### src/rtl/mem_bus_arbiter_pkg.sv
// Shared encodings for the RAM bus arbiter: FSM states, grant owner, timer width.
package mem_bus_arbiter_pkg;

   localparam int CNT_WIDTH = 4;

   typedef enum logic [2:0] {
      ST_IDLE     = 3'd0,
      ST_CPU_ACC  = 3'd1,
      ST_CPU_DONE = 3'd2,
      ST_DEV_ACC  = 3'd3,
      ST_DEV_DONE = 3'd4
   } arb_state_t;

   typedef enum logic {
      GRANT_CPU = 1'b0,
      GRANT_DEV = 1'b1
   } grant_t;

endpackage

### src/rtl/mem_bus_arbiter_access_timer.sv
// Loadable down-counter that times one RAM strobe; o_zero marks the last strobe cycle.
module access_timer
   import mem_bus_arbiter_pkg::*;
#(
   parameter int WIDTH = CNT_WIDTH
) (
   input  logic             clk_in,
   input  logic             n_rst,
   input  logic             i_load,
   input  logic [WIDTH-1:0] i_load_val,
   input  logic             i_en,
   output logic             o_zero
);

   logic [WIDTH-1:0] r_count;

   always_ff @(posedge clk_in) begin
      if (!n_rst) begin
         r_count <= '0;
      end else if (i_load) begin
         r_count <= i_load_val;
      end else if (i_en && (r_count != '0)) begin
         r_count <= r_count - 1'b1;
      end
   end

   assign o_zero = (r_count == '0);

endmodule

### src/rtl/mem_bus_arbiter.sv
// Shares one RAM bus between the CPU (stalled via cpu_n_rdy) and a req/ack device,
// generating timed mem_n_oe / mem_n_we strobes with round-robin arbitration on ties.
//
// state       | meaning
// ------------+----------------------------------------------------------
// ST_IDLE     | bus free, no strobes; grant decision on every edge
// ST_CPU_ACC  | CPU access, strobe low for ACCESS_CYCLES cycles
// ST_CPU_DONE | strobes high, write address/data held, CPU released
// ST_DEV_ACC  | device access, strobe low for ACCESS_CYCLES cycles
// ST_DEV_DONE | strobes high, write address/data held, dev_ack pulses
module mem_bus_arbiter
   import mem_bus_arbiter_pkg::*;
#(
   parameter int ACCESS_CYCLES = 2,
   parameter int ADDR_WIDTH    = 16,
   parameter int DATA_WIDTH    = 8
) (
   input  logic                  clk_in,
   input  logic                  n_rst,
   input  logic [ADDR_WIDTH-1:0] cpu_a,
   input  logic [DATA_WIDTH-1:0] cpu_wdata,
   input  logic                  cpu_n_oe,
   input  logic                  cpu_n_we,
   output logic [DATA_WIDTH-1:0] cpu_rdata,
   output logic                  cpu_n_rdy,
   input  logic                  dev_req,
   input  logic                  dev_we,
   input  logic [ADDR_WIDTH-1:0] dev_a,
   input  logic [DATA_WIDTH-1:0] dev_wdata,
   output logic                  dev_ack,
   output logic [DATA_WIDTH-1:0] dev_rdata,
   output logic [ADDR_WIDTH-1:0] mem_a,
   output logic [DATA_WIDTH-1:0] mem_wdata,
   output logic                  mem_d_oe,
   input  logic [DATA_WIDTH-1:0] mem_rdata,
   output logic                  mem_n_oe,
   output logic                  mem_n_we
);

   localparam logic [CNT_WIDTH-1:0] LP_LOAD = CNT_WIDTH'(ACCESS_CYCLES - 1);

   arb_state_t            r_state;
   arb_state_t            w_next;
   grant_t                r_last_grant;
   logic [ADDR_WIDTH-1:0] r_addr;
   logic [DATA_WIDTH-1:0] r_wdata;
   logic                  r_we;
   logic [DATA_WIDTH-1:0] r_cpu_rdata;
   logic [DATA_WIDTH-1:0] r_dev_rdata;

   logic w_cpu_req;
   logic w_grant_cpu;
   logic w_grant_dev;
   logic w_zero;
   logic w_acc;
   logic w_done;

   assign w_cpu_req = ~cpu_n_oe | ~cpu_n_we;

   access_timer #(.WIDTH(CNT_WIDTH)) u_timer (
      .clk_in     (clk_in),
      .n_rst      (n_rst),
      .i_load     (w_grant_cpu | w_grant_dev),
      .i_load_val (LP_LOAD),
      .i_en       (w_acc),
      .o_zero     (w_zero)
   );

   always_ff @(posedge clk_in) begin
      if (!n_rst) begin
         r_state      <= ST_IDLE;
         r_last_grant <= GRANT_DEV;
         r_addr       <= '0;
         r_wdata      <= '0;
         r_we         <= 1'b0;
         r_cpu_rdata  <= '0;
         r_dev_rdata  <= '0;
      end else begin
         r_state <= w_next;
         if (w_grant_cpu) begin
            r_addr       <= cpu_a;
            r_wdata      <= cpu_wdata;
            r_we         <= ~cpu_n_we;
            r_last_grant <= GRANT_CPU;
         end else if (w_grant_dev) begin
            r_addr       <= dev_a;
            r_wdata      <= dev_wdata;
            r_we         <= dev_we;
            r_last_grant <= GRANT_DEV;
         end
         // Read data is taken on the edge that ends the strobe.
         if ((r_state == ST_CPU_ACC) && w_zero && !r_we) begin
            r_cpu_rdata <= mem_rdata;
         end
         if ((r_state == ST_DEV_ACC) && w_zero && !r_we) begin
            r_dev_rdata <= mem_rdata;
         end
      end
   end

   always_comb begin
      w_next      = r_state;
      w_grant_cpu = 1'b0;
      w_grant_dev = 1'b0;
      unique case (r_state)
         ST_IDLE: begin
            // On a tie the master that did not win last time gets the bus.
            if (w_cpu_req && (!dev_req || (r_last_grant == GRANT_DEV))) begin
               w_grant_cpu = 1'b1;
               w_next      = ST_CPU_ACC;
            end else if (dev_req) begin
               w_grant_dev = 1'b1;
               w_next      = ST_DEV_ACC;
            end
         end
         ST_CPU_ACC:  if (w_zero) w_next = ST_CPU_DONE;
         ST_DEV_ACC:  if (w_zero) w_next = ST_DEV_DONE;
         ST_CPU_DONE: w_next = ST_IDLE;
         ST_DEV_DONE: w_next = ST_IDLE;
         default:     w_next = ST_IDLE;
      endcase
   end

   assign w_acc  = (r_state == ST_CPU_ACC)  || (r_state == ST_DEV_ACC);
   assign w_done = (r_state == ST_CPU_DONE) || (r_state == ST_DEV_DONE);

   assign mem_a     = r_addr;
   assign mem_wdata = r_wdata;
   assign mem_n_oe  = ~(w_acc & ~r_we);
   assign mem_n_we  = ~(w_acc & r_we);
   assign mem_d_oe  = (w_acc | w_done) & r_we;

   assign cpu_rdata = r_cpu_rdata;
   assign dev_rdata = r_dev_rdata;
   assign dev_ack   = (r_state == ST_DEV_DONE);
   assign cpu_n_rdy = w_cpu_req & (r_state != ST_CPU_DONE);

endmodule

### config.mk
export PLATFORM = sky130hd
export DESIGN_NAME = mem_bus_arbiter
export DESIGN_NICKNAME = d
export VERILOG_FILES = /design/src/rtl/mem_bus_arbiter_pkg.sv /design/src/rtl/mem_bus_arbiter_access_timer.sv /design/src/rtl/mem_bus_arbiter.sv
export SDC_FILE = /design/constraint.sdc
export NUM_CORES = 1
export LEC_CHECK = 0
export ABC_AREA = 0
export CORE_MARGIN = 2
export CORE_UTILIZATION = 40
export CTS_BUF_LIST = sky130_fd_sc_hd__clkbuf_16
export DETAILED_ROUTE_END_ITERATION = 16
export PLACE_DENSITY = 0.81
export SETUP_SLACK_MARGIN = 0.4
export SLEW_MARGIN = 20
export SYNTH_ARGS = -nofsm -noshare
export SYNTH_HDL_FRONTEND = slang
export SYNTH_SLANG_ARGS = --single-unit
### constraint.sdc
create_clock -name clk_in -period 2.4 [get_ports clk_in]
set_input_delay 0.48 -clock clk_in [delete_from_list [all_inputs] [get_ports clk_in]]
set_output_delay 0.48 -clock clk_in [all_outputs]
set_load 0.01 [all_outputs]
# == Yosys cells after proc, flatten, opt, wreduce, memory -nomap -nowiden ==
# Index checks and enable logic that the tools add are counted.
# totals
regBits,49
out_inout_bits,45
# classes
add_sub_neg,1
eq_ne,8
mux,20
bitwise_logic,13
reduce_logical,18
# ops
op,n
two-way mux 16 bit,2
two-way mux 8 bit,2
two-way mux 3 bit,4
two-way mux 1 bit,11
case mux 3 bit (3 select lines),1
equality test 3 x 2 -> 1 bit (second input constant),2
logical AND 1 bit,6
inverter 1 bit,6
AND 1 bit,4
logical NOT 4 bit,1
!= test 2 bit (second input constant),2
nonzero test 2 bit,2
nonzero test 4 bit,1
subtractor 4 x 1 -> 4 bit (second input constant),1
equality test 3 x 1 -> 1 bit (second input constant),1
equality test 3 bit (second input constant),1
logical NOT 3 bit,1
logical OR 1 bit,3
!= test 3 x 2 -> 1 bit (second input constant),1
!= test 3 bit (second input constant),1
OR 1 bit,3
AND reduction 3 bit,1
logical NOT 1 bit,2
OR reduction 2 bit,1

# == Depth between registers and ports, before layout ==
# Gate-level depths: netlist of the first run.
# depth
word_depth,7
depth_mapped,7
mapped_depth_nobuf,6

# == By module ==
# A second synthesis of the first run with hierarchy kept.
# unflattened
cells_unflattened,233
area_unflattened_um2,2383.5
# by_module_without_submodules
module,n_inst,cells_each,area_each_um2,seq_area_each_um2
mem_bus_arbiter,1,202,2127.0,900.9
access_timer,1,31,256.5,80.1

# == Least setup slack after synthesis of the first run ==
# Ideal clock, no wire load.
# synth_path
path_type,reg-to-reg
startpoint,register u_timer.r_count[0]
endpoint,register r_state[1]
t_arrival_ns,1.633
path_slack_ns,0.701
path_stages_with_launch,8
synth_period_minus_slack_ns,1.699
path_cell_list,dfxtp_1 > inv_1 > ha_1 > or3b_4 > and2_4 > buf_6 > a311o_1 > a21boi_2
# synth_between
elab_chain_cells,3
word_cells_on_any_way,4
classes_between,eq/ne: 2; reduce/logical: 2
# synth_rtl
element,line_no,rtl
start: declaration,mem_bus_arbiter_access_timer.sv:15,logic [WIDTH-1:0] r_count;
start signal: assignment,mem_bus_arbiter_access_timer.sv:21,r_count <= i_load_val;
start signal: assignment,mem_bus_arbiter_access_timer.sv:23,r_count <= r_count - 1'b1;
logical NOT 4 bit (*),mem_bus_arbiter_access_timer.sv:27,assign o_zero = (r_count == '0);
!= test 2 bit (no source line),n/a,
AND reduction 3 bit (no source line) (*),n/a,
end signal: assignment,mem_bus_arbiter.sv:79,r_state <= w_next;
end: declaration,mem_bus_arbiter.sv:42,arb_state_t r_state;
# Mark *: on every way between the ends. The rest lies on a longest branch, timed or not.
# A chain may end at the register's enable or synchronous reset.

# == Worst setup path after layout of the first run ==
# layout_path
startpoint,register r_state[1]
endpoint,output mem_d_oe
# layout_between
elab_chain_cells,4
word_cells_on_any_way,8
classes_between,eq/ne: 4; bitwise: 2; reduce/logical: 2
# layout_rtl
element,line_no,rtl
"equality test 3 x 1 -> 1 bit, or another cell as far along",mem_bus_arbiter.sv:124,assign w_acc = (r_state == ST_CPU_ACC) || (r_state == ST_DEV_ACC);
"logical OR 1 bit, on equally long branches","mem_bus_arbiter.sv:124, mem_bus_arbiter.sv:125",
OR 1 bit (*),mem_bus_arbiter.sv:131,assign mem_d_oe = (w_acc | w_done) & r_we;
AND 1 bit (*),mem_bus_arbiter.sv:131,
end: declaration,mem_bus_arbiter.sv:34,"output logic mem_d_oe,"
# Marked as above.

==> flow_summary.json, run 1 <==
{
  "status": "complete, no violations",
  "die_y_um": 76.80,
  "irDropWorstVdd_mv": 0.3558,
  "power_frac_seq_pct": 40.4,
  "syn2layout_area_growth_pct": 58.26,
  "sw_frac_of_total_pct": 29.20,
  "required_ns": 1.92,
  "worstMarginPinSlew_ns": 0.5208,
  "gp_congestion": 0.8437,
  "start_util_pct": 41.50,
  "final_max_slew_viol_count": 0,
  "drtPass1Iterations": 4,
  "min_period_ns": 1.927,
  "grt_usage_pct": 18.09,
  "synth_cell_types": 37,
  "rsz0062_at_grt": "no",
  "start_kind": "register",
  "powerDensity_nw_per_um2": 751.9,
  "io_buffers": 106,
  "cp-end-kind": "primary output",
  "crit_path_max_fanout": 7,
  "cts_resized": 7,
  "syn_nets": 316,
  "synth_commonest_cells": "nand2_1 (81), dfxtp_1 (49), a31oi_1 (24)",
  "hold_class": "register to register",
  "ys_top_cells_by_area": "dfxtp_1 (46%), nand2_1 (14%), mux2i_1 (7.6%), a31oi_1 (7.1%), o21ai_1 (5.2%)",
  "p_comb_share_pct": 33.5,
  "wl_per_cell_um": 12.43,
  "ys_ff_latch": 49,
  "wirelength_mm": 5.258,
  "core_um2": 5107,
  "max_freq_ghz": 0.5190,
  "synth_edf_count": 0,
  "dr.first_iter.drc_count": 76,
  "diodes": 0,
  "cap_violations": 0,
  "grt_max_degree": 29,
  "timing.final.crit_share_pct": 80.28,
  "die_area_um2": 5897,
  "pin_count": 107,
  "crit_arrival_ns": 1.45,
  "fp.dieW_um": 76.80,
  "grt_pass1_wl_mm": 8.700,
  "grt_pass1_vias": 1960,
  "switchingPower_uw": 736.5,
  "antenna_found_initial": 0,
  "rows": 26,
  "setup_tns_ns": 0,
  "synth_warnings": 0,
  "p_leak_nw": 1.312,
  "hold_viol_final": 0,
  "worstSkewPairLatency_ns": 0.28,
  "ctsHtreeMaxLevel": 2,
  "fillers": 454,
  "route.detailed.drc": 0,
  "path_clk_slew_ns": 0.06,
  "yosysTopAreaCell": "dfxtp_1",
  "internal_power_mw": 1.786,
  "crit_type": "register to primary output",
  "avgSynthCellArea_um2": 8.378,
  "synth-async-reset-ratio_pct": 0,
  "power_mw": 2.522,
  "viasPerCell": 4.946,
  "p_clk_share_pct": 26.1,
  "setup_viol": 0,
  "synth_top_area_share_pct": 46.28,
  "drtAntennaViolNets": 0,
  "cts_root_buffer": "clkbuf_16",
  "postSynthCellCount": 253,
  "cts_tree": "built",
  "ys.flop_type": "dfxtp_1",
  "vias": 2092,
  "fin_skew_ns": 0.005771,
  "slew_headroom_pct": 65.17,
  "drive_gt1_share_pct": 6.516,
  "nNetsFinal": 415,
  "postCtsSetupBuffers": 0,
  "gr-total-overflow": 0,
  "cts_buffer_depth": 2,
  "cts_hold_buf": 0,
  "yosysMostFrequentCell": "nand2_1",
  "hpwlAfterDp_mm": 3.809,
  "clock_sinks": 49,
  "cts-buffers-inserted": 5,
  "ys_seq_area_share_pct": 46.28,
  "syn_area_um2": 2120
}
-- logic make-up after synthesis --
kind of cell | after synthesis | share of synthesized area [%]
fa+ha+maj | 1 | 0.5902
xor+xnor | 2 | 0.8266
mux | 16 | 7.556
simple gates | 100 | 20.90
compound gates | 62 | 17.83
buf+inv | 23 | 6.021
flops | 49 | 46.28
-- placed cells by master, fill, tap and decap left out, types with 2 or more instances in the layout --
cell             synthesis  layout
o21ai_0                  5       5
nand2b_1                 2       2
a21oi_1                  2       2
and3_1                   2       2
clkinv_1                 0       2
dlygate4sd2_1            0       3
nand2_1                 81      80
o21ai_1                 22      22
dfxtp_1                 49      47
clkbuf_16                0       5
a31oi_1                 24      24
buf_4                    0       3
nor2_1                   3       3
o21a_1                   3       3
clkdlybuf4s50_1          0     101
inv_1                    4       4
mux2i_1                 16      16
buf_12                   0       2
-- sequential cells by signal (all words and copies together) (netlist names) --
signal	flops
r_we	1
dev_rdata	8
mem_a	16
u_timer.r_count	4
r_state	3
cpu_rdata	8
r_last_grant	1
mem_wdata	8
-- critical path, stage by stage, from the launching register on --
cell and delay, ns:
dfxtp_4 0.37, or3_4 0.40, and3_1 0.17, clkdlybuf4s15_1 0.23
-- through the flow --
stage	hold slack, ns	std cells	util (%)	setup WS [ns]	instance area [um2]
finish	0.4548	423	65.68	0.4732	3354
global route	0.4740	423	65.68	0.4225	3354
CTS	0.4584	423	65.61	0.4131	3351
detailed placement	0.4499	415	62.91	0.1958	3213
global placement	0.4445	415	62.91	0.2061	3213
floorplan	0.4577	253	-	0.7009	2120
-- path summary, 6_finish.rpt --
kind                                                      start                        end  slack (ns)  cells after the start
worst max-delay path                    r_state[1]$_SDFFE_PN0P_                   mem_d_oe        0.47                      3
worst min-delay path                  cpu_rdata[2]$_SDFFE_PN0P_  cpu_rdata[2]$_SDFFE_PN0P_        0.45                      2
worst max register to register  u_timer.r_count[0]$_SDFFE_PN0P_  dev_rdata[3]$_SDFFE_PN0P_        0.52                      5
worst min register to register        cpu_rdata[2]$_SDFFE_PN0P_  cpu_rdata[2]$_SDFFE_PN0P_        0.45                      2
-- power by group through the flow --
stage | Sequential (mW) | Clock [mW] | Combinational (mW)
floorplan | 1.08 | 0 | 0.425
global route | 1.04 | 0.715 | 0.922
detailed placement | 1.03 | 0 | 0.861
finish | 1.02 | 0.657 | 0.845
global placement | 1.03 | 0 | 0.850
CTS | 1.02 | 0.679 | 0.857
-- metal layers --
metal  up-vias  track usage [%]  wire (um)
met3         7            6.941        436
met4         0            5.636         59
met5         -                0          0
li1       1061                -          -
met1       952            20.04       2218
met2        72            31.84       2543
-- area by class of cell --
cell class | count | area (um2) | area share, %
well taps | 70 | 87.58 | 2.611
flip-flops and latches | 49 | 985.9 | 29.39
multi-input cells | 181 | 1013 | 30.21
repair buffers | 111 | 1115 | 33.23
clock buffers | 5 | 125.1 | 3.730
inverters | 4 | 15.01 | 0.4476
clock inverters | 3 | 12.51 | 0.3730
(Power assumes the default switching activity.)
==> run 2, diff against run 1 <==
--- a/config.mk
+++ b/config.mk
@@ -7,10 +7,10 @@
 export LEC_CHECK = 0
 export ABC_AREA = 0
 export CORE_MARGIN = 2
-export CORE_UTILIZATION = 40
+export CORE_UTILIZATION = 36
 export CTS_BUF_LIST = sky130_fd_sc_hd__clkbuf_16
 export DETAILED_ROUTE_END_ITERATION = 16
-export PLACE_DENSITY = 0.81
+export PLACE_DENSITY = 0.77
 export SETUP_SLACK_MARGIN = 0.4
 export SLEW_MARGIN = 20
 export SYNTH_ARGS = -nofsm -noshare
==> constraint.sdc (replaced) <==
create_clock -name clk_in -period 1.7 [get_ports clk_in]
set_input_delay 0.34 -clock clk_in [delete_from_list [all_inputs] [get_ports clk_in]]
set_output_delay 0.34 -clock clk_in [all_outputs]
set_load 0.01 [all_outputs]
==> flow_summary.json, run 2 (synthesis results as in run 1) <==
{
  "status": "complete, no violations",
  "grt_pass1_vias": 2223,
  "fin_skew_ns": 0.004152,
  "fillers": 471,
  "crit_path_max_fanout": 6,
  "power_mw": 4.368,
  "cts_tree": "built",
  "worstMarginPinSlew_ns": 0.4854,
  "crit_family": "buffers and inverters",
  "cts_root_buffer": "clkbuf_16",
  "rows": 27,
  "path_clk_slew_ns": 0.07,
  "r2r_cells": 6,
  "ctsHtreeMaxLevel": 2,
  "pin_count": 107,
  "slowest_delay_ns": 0.39,
  "final_cell_area_um2": 4011,
  "rsz0062_at_grt": "yes",
  "grt_usage_pct": 20.12,
  "hold_class": "input pin to register",
  "diodes": 0,
  "hold_depth": 3,
  "final_cell_mix": "nand2_1 (80), clkdlybuf4s50_1 (58), dfxtp_1 (44), dlygate4sd2_1 (36), o21ai_1 (16)",
  "crit_path_cell_trace": "or3_4 -> buf_6 -> o21ba_4 -> buf_12 -> clkbuf_16 -> a31oi_1",
  "whs_ns": 0.3909,
  "hpwlAfterDp_mm": 4.257,
  "p_leak_nw": 1.742,
  "mostFrequentLayoutCell": "nand2_1",
  "final_max_slew_viol_count": 0,
  "cts_buffer_depth": 2,
  "io_buffers": 106,
  "gr-total-overflow": 0,
  "drtPass1Iterations": 4,
  "grt_pass1_wl_mm": 10.24,
  "core_um2": 5608,
  "start_kind": "register",
  "nNetsFinal": 444,
  "drive_gt1_share_pct": 24.35,
  "irDropWorstVdd_mv": 0.6372,
  "largest_reg_flops": 16,
  "drtAntennaViolNets": 0,
  "die_area_um2": 6517,
  "antenna_found_initial": 0,
  "required_ns": 1.87,
  "place_area_um2": 3354,
  "min_period_ns": 1.684,
  "cap_violations": 0,
  "fp.dieW_um": 80.73,
  "cts-buffers-inserted": 5,
  "worstSkewPairLatency_ns": 0.29,
  "viasPerCell": 4.969,
  "path_depth": 6,
  "setup_viol": 0,
  "gp_congestion": 0.7331,
  "slew_headroom_pct": 67.64,
  "wl_per_cell_um": 15.23,
  "powerDensity_nw_per_um2": 1089,
  "setup_tns_ns": 0,
  "timing.final.crit_share_pct": 99.05,
  "path_buf_inv": 3,
  "wirelength_mm": 6.916,
  "vias": 2256,
  "slowest_stage": "or3_4",
  "crit_arrival_ns": 1.86,
  "grt_max_degree": 29,
  "syn2layout_area_growth_pct": 89.26,
  "max_freq_ghz": 0.5939,
  "route.detailed.drc": 0,
  "crit_type": "register to register",
  "hold_viol_final": 0,
  "die_y_um": 80.73,
  "cp-end-kind": "register",
  "dr.first_iter.drc_count": 118,
  "start_util_pct": 37.80,
  "clock_sinks": 49
}
## run 2: worst paths after layout
kind	start	endpoint	slack, ns
setup / recovery	r_state[2]$_SDFFE_PN0P_	mem_wdata[0]$_SDFFE_PN0P_	0.02
hold / removal	cpu_n_we	r_we$_SDFFE_PN0P_	0.39
setup reg to reg	r_state[2]$_SDFFE_PN0P_	mem_wdata[0]$_SDFFE_PN0P_	0.02
hold reg to reg	cpu_rdata[6]$_SDFFE_PN0P_	cpu_rdata[6]$_SDFFE_PN0P_	0.46
## run 2: stage by stage
stage / cells / worst slack (ns) / utilization [%]
finish: 454 / 0.01612 / 71.53
floorplan: 253 / 0.1151 / -
CTS: 447 / 0.04595 / 64.90
detailed placement: 427 / -0.2161 / 59.82
global route: 454 / -0.03349 / 71.53
global placement: 427 / -0.1797 / 59.82
## run 2: cell type report
type                       instances  area [um2]  area share, %
clock buffer                       5       125.1          3.119
clock inverter                     3       25.02         0.6238
sequential                        49       987.2          24.61
tap                               72       90.09          2.246
inverter                           4       20.02         0.4991
multi-input combinational        181        1262          31.47
timing repair buffer             140        1501          37.43
## run 2: repair_timing
action | CTS | global route
hold buffers | 0 | 0
setup endpoints to repair | 93 | 54
resized for setup | 74 | 47
cloned | 3 | 4
hold endpoints to repair | 0 | 0
pin swaps | 6 | 5
setup buffers | 9 | 3
## run 2: layer usage
layer | track usage, % | vias up | part of all wire [%] | routed length [um]
li1 | - | 1118 | - | -
met1 | 22.07 | 1063 | 41 | 2822
met2 | 38.25 | 73 | 53 | 3641
met3 | 6.111 | 2 | 6.2 | 432
met4 | 3.898 | 0 | 0.27 | 19
met5 | 0 | - | 0 | 0
## run 2: power by group
part           total, mW  switching, mW  leakage [nW]  internal, mW
Sequential          1.45          0.114         0.405          1.33
Clock               1.02          0.460        0.0708         0.556
Combinational       1.91          0.840          1.27          1.07
## run 2: worst register-to-register path, stage by stage (launching register included)
cell and delay (ns):
dfxtp_2 0.33, or3_4 0.39, buf_6 0.13, o21ba_4 0.33, buf_12 0.17, clkbuf_16 0.15
a31oi_1 0.07
==> run 3, diff against run 2 <==
--- a/config.mk
+++ b/config.mk
@@ -12,6 +12,7 @@
 export DETAILED_ROUTE_END_ITERATION = 16
 export PLACE_DENSITY = 0.77
 export SETUP_SLACK_MARGIN = 0.4
+export SKIP_CTS_REPAIR_TIMING = 1
 export SLEW_MARGIN = 20
 export SYNTH_ARGS = -nofsm -noshare
 export SYNTH_HDL_FRONTEND = slang
==> flow_summary.json, run 3 (synthesis results as in run 1) <==
{
  "status": "complete, no violations",
  "wirelength_mm": 6.688,
  "irDropWorstVdd_mv": 0.5173,
  "cap_violations": 0,
  "hold_path_startpoint": "cpu_n_we",
  "nNetsFinal": 434,
  "io_buffers": 106,
  "core_um2": 5608,
  "p_clk_share_pct": 24.5,
  "cp-end-kind": "register",
  "crit_arrival_ns": 1.90,
  "max_freq_ghz": 0.5938,
  "start_kind": "register",
  "p_comb_share_pct": 40.4,
  "ctsHtreeMaxLevel": 2,
  "required_ns": 1.92,
  "fin_skew_ns": 0.002566,
  "gr-total-overflow": 0,
  "cts_buffer_depth": 2,
  "drtAntennaViolNets": 0,
  "grt_max_degree": 42,
  "timing.final.crit_share_pct": 99.06,
  "path_clk_slew_ns": 0.07,
  "p_leak_nw": 2.146,
  "place_ws_ns": -0.2161,
  "utilization_pct": 69.77,
  "sw_frac_of_total_pct": 31.66,
  "crit_type": "register to register",
  "rsz0062_at_grt": "yes",
  "whs_ns": 0.3954,
  "cts_root_buffer": "clkbuf_16",
  "slowest_stage": "or3_4",
  "power_frac_seq_pct": 35.1,
  "clock_sinks": 49,
  "diodes": 0,
  "hpwlAfterDp_mm": 4.257,
  "min_period_ns": 1.684,
  "worst_slack_ns": 0.01606,
  "crit_path_max_fanout": 10,
  "start_util_pct": 37.80,
  "switchingPower_mw": 1.306,
  "internal_power_mw": 2.819,
  "vias": 2279,
  "hold_viol_final": 0,
  "pin_count": 107,
  "crit_path_cell_trace": "or3_4 -> buf_6 -> o21ba_4 -> clkbuf_16 -> o21ai_1 -> a31oi_1",
  "path_buf_inv": 2,
  "gp_congestion": 0.7331,
  "setup_viol": 0,
  "syn2layout_area_growth_pct": 84.59,
  "rows": 27,
  "hold_class": "input pin to register",
  "final_cell_mix": "nand2_1 (80), clkdlybuf4s50_1 (59), dfxtp_1 (45), dlymetal6s2s_1 (41), a31oi_1 (21)",
  "final_max_slew_viol_count": 0,
  "antenna_found_initial": 0,
  "r2r-start": "r_state[2]$_SDFFE_PN0P_",
  "dr.first_iter.drc_count": 81,
  "viasPerCell": 5.133,
  "worstSkewPairLatency_ns": 0.29,
  "die_y_um": 80.73,
  "die_area_um2": 6517,
  "crit_family": "compound AO/OA/AOI/OAI gates",
  "grt_usage_pct": 18.53,
  "grt_pass1_wl_mm": 9.522,
  "slowest_delay_ns": 0.39,
  "fp.dieW_um": 80.73,
  "cts-buffers-inserted": 5,
  "r2r-end": "mem_wdata[1]$_SDFFE_PN0P_",
  "powerDensity_nw_per_um2": 1054,
  "wl_per_cell_um": 15.06,
  "slew_headroom_pct": 67.12,
  "reg2reg_slack_ns": 0.02,
  "hold_depth": 3,
  "min_to": "r_we$_SDFFE_PN0P_",
  "worstMarginPinSlew_ns": 0.4932,
  "grt_pass1_vias": 2163,
  "route.detailed.drc": 0,
  "r2r_cells": 6,
  "critPathLaunch": "r_state[2]$_SDFFE_PN0P_",
  "largest_reg_flops": 16,
  "drtPass1Iterations": 4,
  "drive_gt1_share_pct": 22.04,
  "power_mw": 4.125,
  "mostFrequentLayoutCell": "nand2_1",
  "cts_tree": "built"
}
==> run 3: changes by cell type in the layout (fill, tap and decap cells not counted), moves of 5 or more <==
cell,before,now
o21ai_2,6,16
a31oi_4,10,3
dlygate4sd2_1,36,0
buf_4,13,8
dlymetal6s2s_1,2,41
o21ai_1,16,9
a31oi_1,14,21
==> run 3: worst max-delay path by stage <==
| stage | end | cells after the start | slack, ns |
|---|---|---|---|
| CTS | mem_d_oe | 3 | -0.29 |
| global placement | cpu_n_rdy | 4 | -0.18 |
| detailed placement | cpu_n_rdy | 4 | -0.22 |
| finish | mem_wdata[1]$_SDFFE_PN0P_ | 6 | 0.02 |
| global route | dev_rdata[3]$_SDFFE_PN0P_ | 6 | -0.04 |
| floorplan | r_state[1]$_SDFFE_PN0P_ | 7 | 0.12 |
==> run 3: routing by layer <==
layer	part of all wire (%)	up-vias	global-route usage [%]
li1	-	1112	-
met4	1.5	0	3.898
met1	41	1074	20.08
met5	0	-	0
met3	6.7	11	6.111
met2	51	82	35.00
==> run 3: metrics by stage <==
step | cell area [um2] | TNS, ns | instances
2_1_floorplan | 2145 | 0 | 253
3_3_place_gp | 3354 | -0.1922 | 427
3_5_place_dp | 3354 | -0.2503 | 427
4_1_cts | 3505 | -1.144 | 435
5_1_grt | 3913 | -0.3048 | 444
6_report | 3913 | 0 | 444
==> run 3: layout make-up <==
type | instances | area, um2
clock inverter | 3 | 25.02
clock buffer | 5 | 125.1
timing repair buffer | 130 | 1494
multi-input combinational | 181 | 1172
sequential | 49 | 985.9
inverter | 4 | 20.02
tap | 72 | 90.09
fill | 466 | 1695
==> run 3: power by group through the flow <==
| stage | Combinational (mW) | Sequential [mW] | Clock [mW] |
|---|---|---|---|
| 2_1_floorplan | 0.619 | 1.52 | 0 |
| 3_3_place_gp | 1.33 | 1.44 | 0 |
| 3_5_place_dp | 1.35 | 1.45 | 0 |
| 4_1_cts | 1.36 | 1.43 | 1.03 |
| 5_1_grt | 1.78 | 1.47 | 1.07 |
| 6_report | 1.67 | 1.45 | 1.01 |
==> run 3: tightest hold or removal path: cells and delay by family <==
family / cells / cell delay, ns
buf+inv: 1 / 0.11
compound gates: 2 / 0.18
==> edit, RTL diff (config.mk and constraints of run 2) <==
Make the reset (`n_rst`) asynchronous in 2 clocked blocks.
--- a/src/rtl/mem_bus_arbiter_access_timer.sv
+++ b/src/rtl/mem_bus_arbiter_access_timer.sv
@@ -16,3 +16,3 @@
 
-   always_ff @(posedge clk_in) begin
+   always_ff @(posedge clk_in or negedge n_rst) begin
       if (!n_rst) begin
--- a/src/rtl/mem_bus_arbiter.sv
+++ b/src/rtl/mem_bus_arbiter.sv
@@ -68,3 +68,3 @@
 
-   always_ff @(posedge clk_in) begin
+   always_ff @(posedge clk_in or negedge n_rst) begin
       if (!n_rst) begin
Behaviour: differs if n_rst is asserted again (counterexample within 4 cycles, from zero or initial values and one cycle with n_rst low); with n_rst held inactive, the same outputs for 10 cycles.
==> edit against run 2 <==
  * Via count rose by 9.5%
  * Wire length rose by 19%
  * Area after synthesis rose by 11%
  * Cell area rose by 8.3%
  * Worst hold slack got worse by 0.36 ns
  * Sequential cell count did not move
  * Final cell count fell by 1.8%
  * Non-clock buffer count rose by 10
  * Setup slack improved by 0.022 ns
Power is not compared: it rests on default switching activity, and its combinational part moved more than twofold at a synthesized area within 25%.
==> edit: results (changes against run 2) <==
Top FF cell, synth dfrtp_1; R2R cell count 4 (-2); Data arrival, critical path 1.32 ns (-0.54 ns); r2r endpoint cpu_rdata[5]; CP max stage delay 0.42 ns (+0.03 ns); GR Util met3 5.642% (-0.47 points); GR Util met2 41.30% (+3.1 points); top cells by count, synth 48 x dfrtp_1, 28 x a21oi_1, 27 x o21ai_0, 26 x a31oi_1, 25 x nand3_1; fill cell count 473 (+0.42%); sequential area share after synthesis 52.13% (+5.8 points); Routed WL 8.264 mm (+19%); met2 WL 4.487 mm (+23%); M1 GR Usage 26.39% (+4.3 points); CP endpoint mem_d_oe; GPL Wtd Cong 0.8068 (+10%); worst r2r src r_state[2]; clk_skew 0.003609 ns (-0.0005433 ns); Vias 2471 (+9.5%); post-layout min period 1.662 ns (-0.02220 ns); Distinct cells, synth 34 (-8.1%); met1 wire length 3.222 mm (+14%); first-pass GRT wire length 12.79 mm (+25%); Min-Delay Path Class input port to asynchronous set/reset pin; pin count of the biggest net entering global routing 50 (+72%); status complete, no violations; Place WS -0.2946 ns (-0.07855 ns); layout cells sized above 1 30.89% (+6.5 points); starting DRC count in detailed routing 136 (+15%); vias in the first global route 2568 (+16%); Post-Syn Nets 294 (-7.0%)
-- edit: worst min path at each step --
stage                      from      endpoint  cells past startpoint
after floorplan           n_rst  cpu_rdata[0]                      0
after global placement    n_rst  cpu_rdata[1]                      2
after detailed placement  n_rst  dev_rdata[1]                      2
after CTS                 n_rst  dev_rdata[1]                      2
after global routing      n_rst  cpu_rdata[5]                      2
final                     n_rst  dev_rdata[1]                      2
-- edit: through the flow --
step / utilization [%] / hold slack, ns / std cells
2_1_floorplan: - / 0.04441 / 230
3_3_place_gp: 57.81 / 0.3480 / 413
3_5_place_dp: 57.81 / 0.3455 / 413
4_1_cts: 65.36 / 0.04654 / 442
5_1_grt: 68.43 / 0.05519 / 446
6_report: 68.43 / 0.03427 / 446
-- edit: cell families (layout without fill, tap and decap cells) --
family	count (synthesis)	in the layout	synth area share [%]
AO/OA/AOI/OAI	87	87	20.78
AND/OR/NAND/NOR	52	52	14.03
flip-flops	49	49	52.13
buffers and inverters	23	162	3.932
multiplexers	17	17	8.076
adder cells (fa/ha/maj)	2	2	1.063
-- edit: repair_timing --
action	in CTS	in global routing
buffers inserted	17	4
gates cloned	4	0
resized for setup	119	51
pin swaps	4	2
endpoints found under the setup margin	94	83
-- edit: cell type report --
| type | count | area [µm²] | share of cell area [%] |
|---|---|---|---|
| clock buffer | 5 | 125.1 | 2.879 |
| clock inverter | 3 | 43.79 | 1.008 |
| inverter | 4 | 15.01 | 0.3455 |
| multi-input combinational | 158 | 1308 | 30.09 |
| sequential | 49 | 1231 | 28.33 |
| tap | 77 | 96.34 | 2.217 |
| timing repair buffer | 150 | 1526 | 35.13 |
-- edit: power breakdown --
part	leakage [nW]	switching, mW	internal [mW]
Combinational	1.14	2.14	2.53
Clock	0.0842	0.430	0.697
Sequential	0.576	0.402	1.76
Total	1.80	2.97	4.98
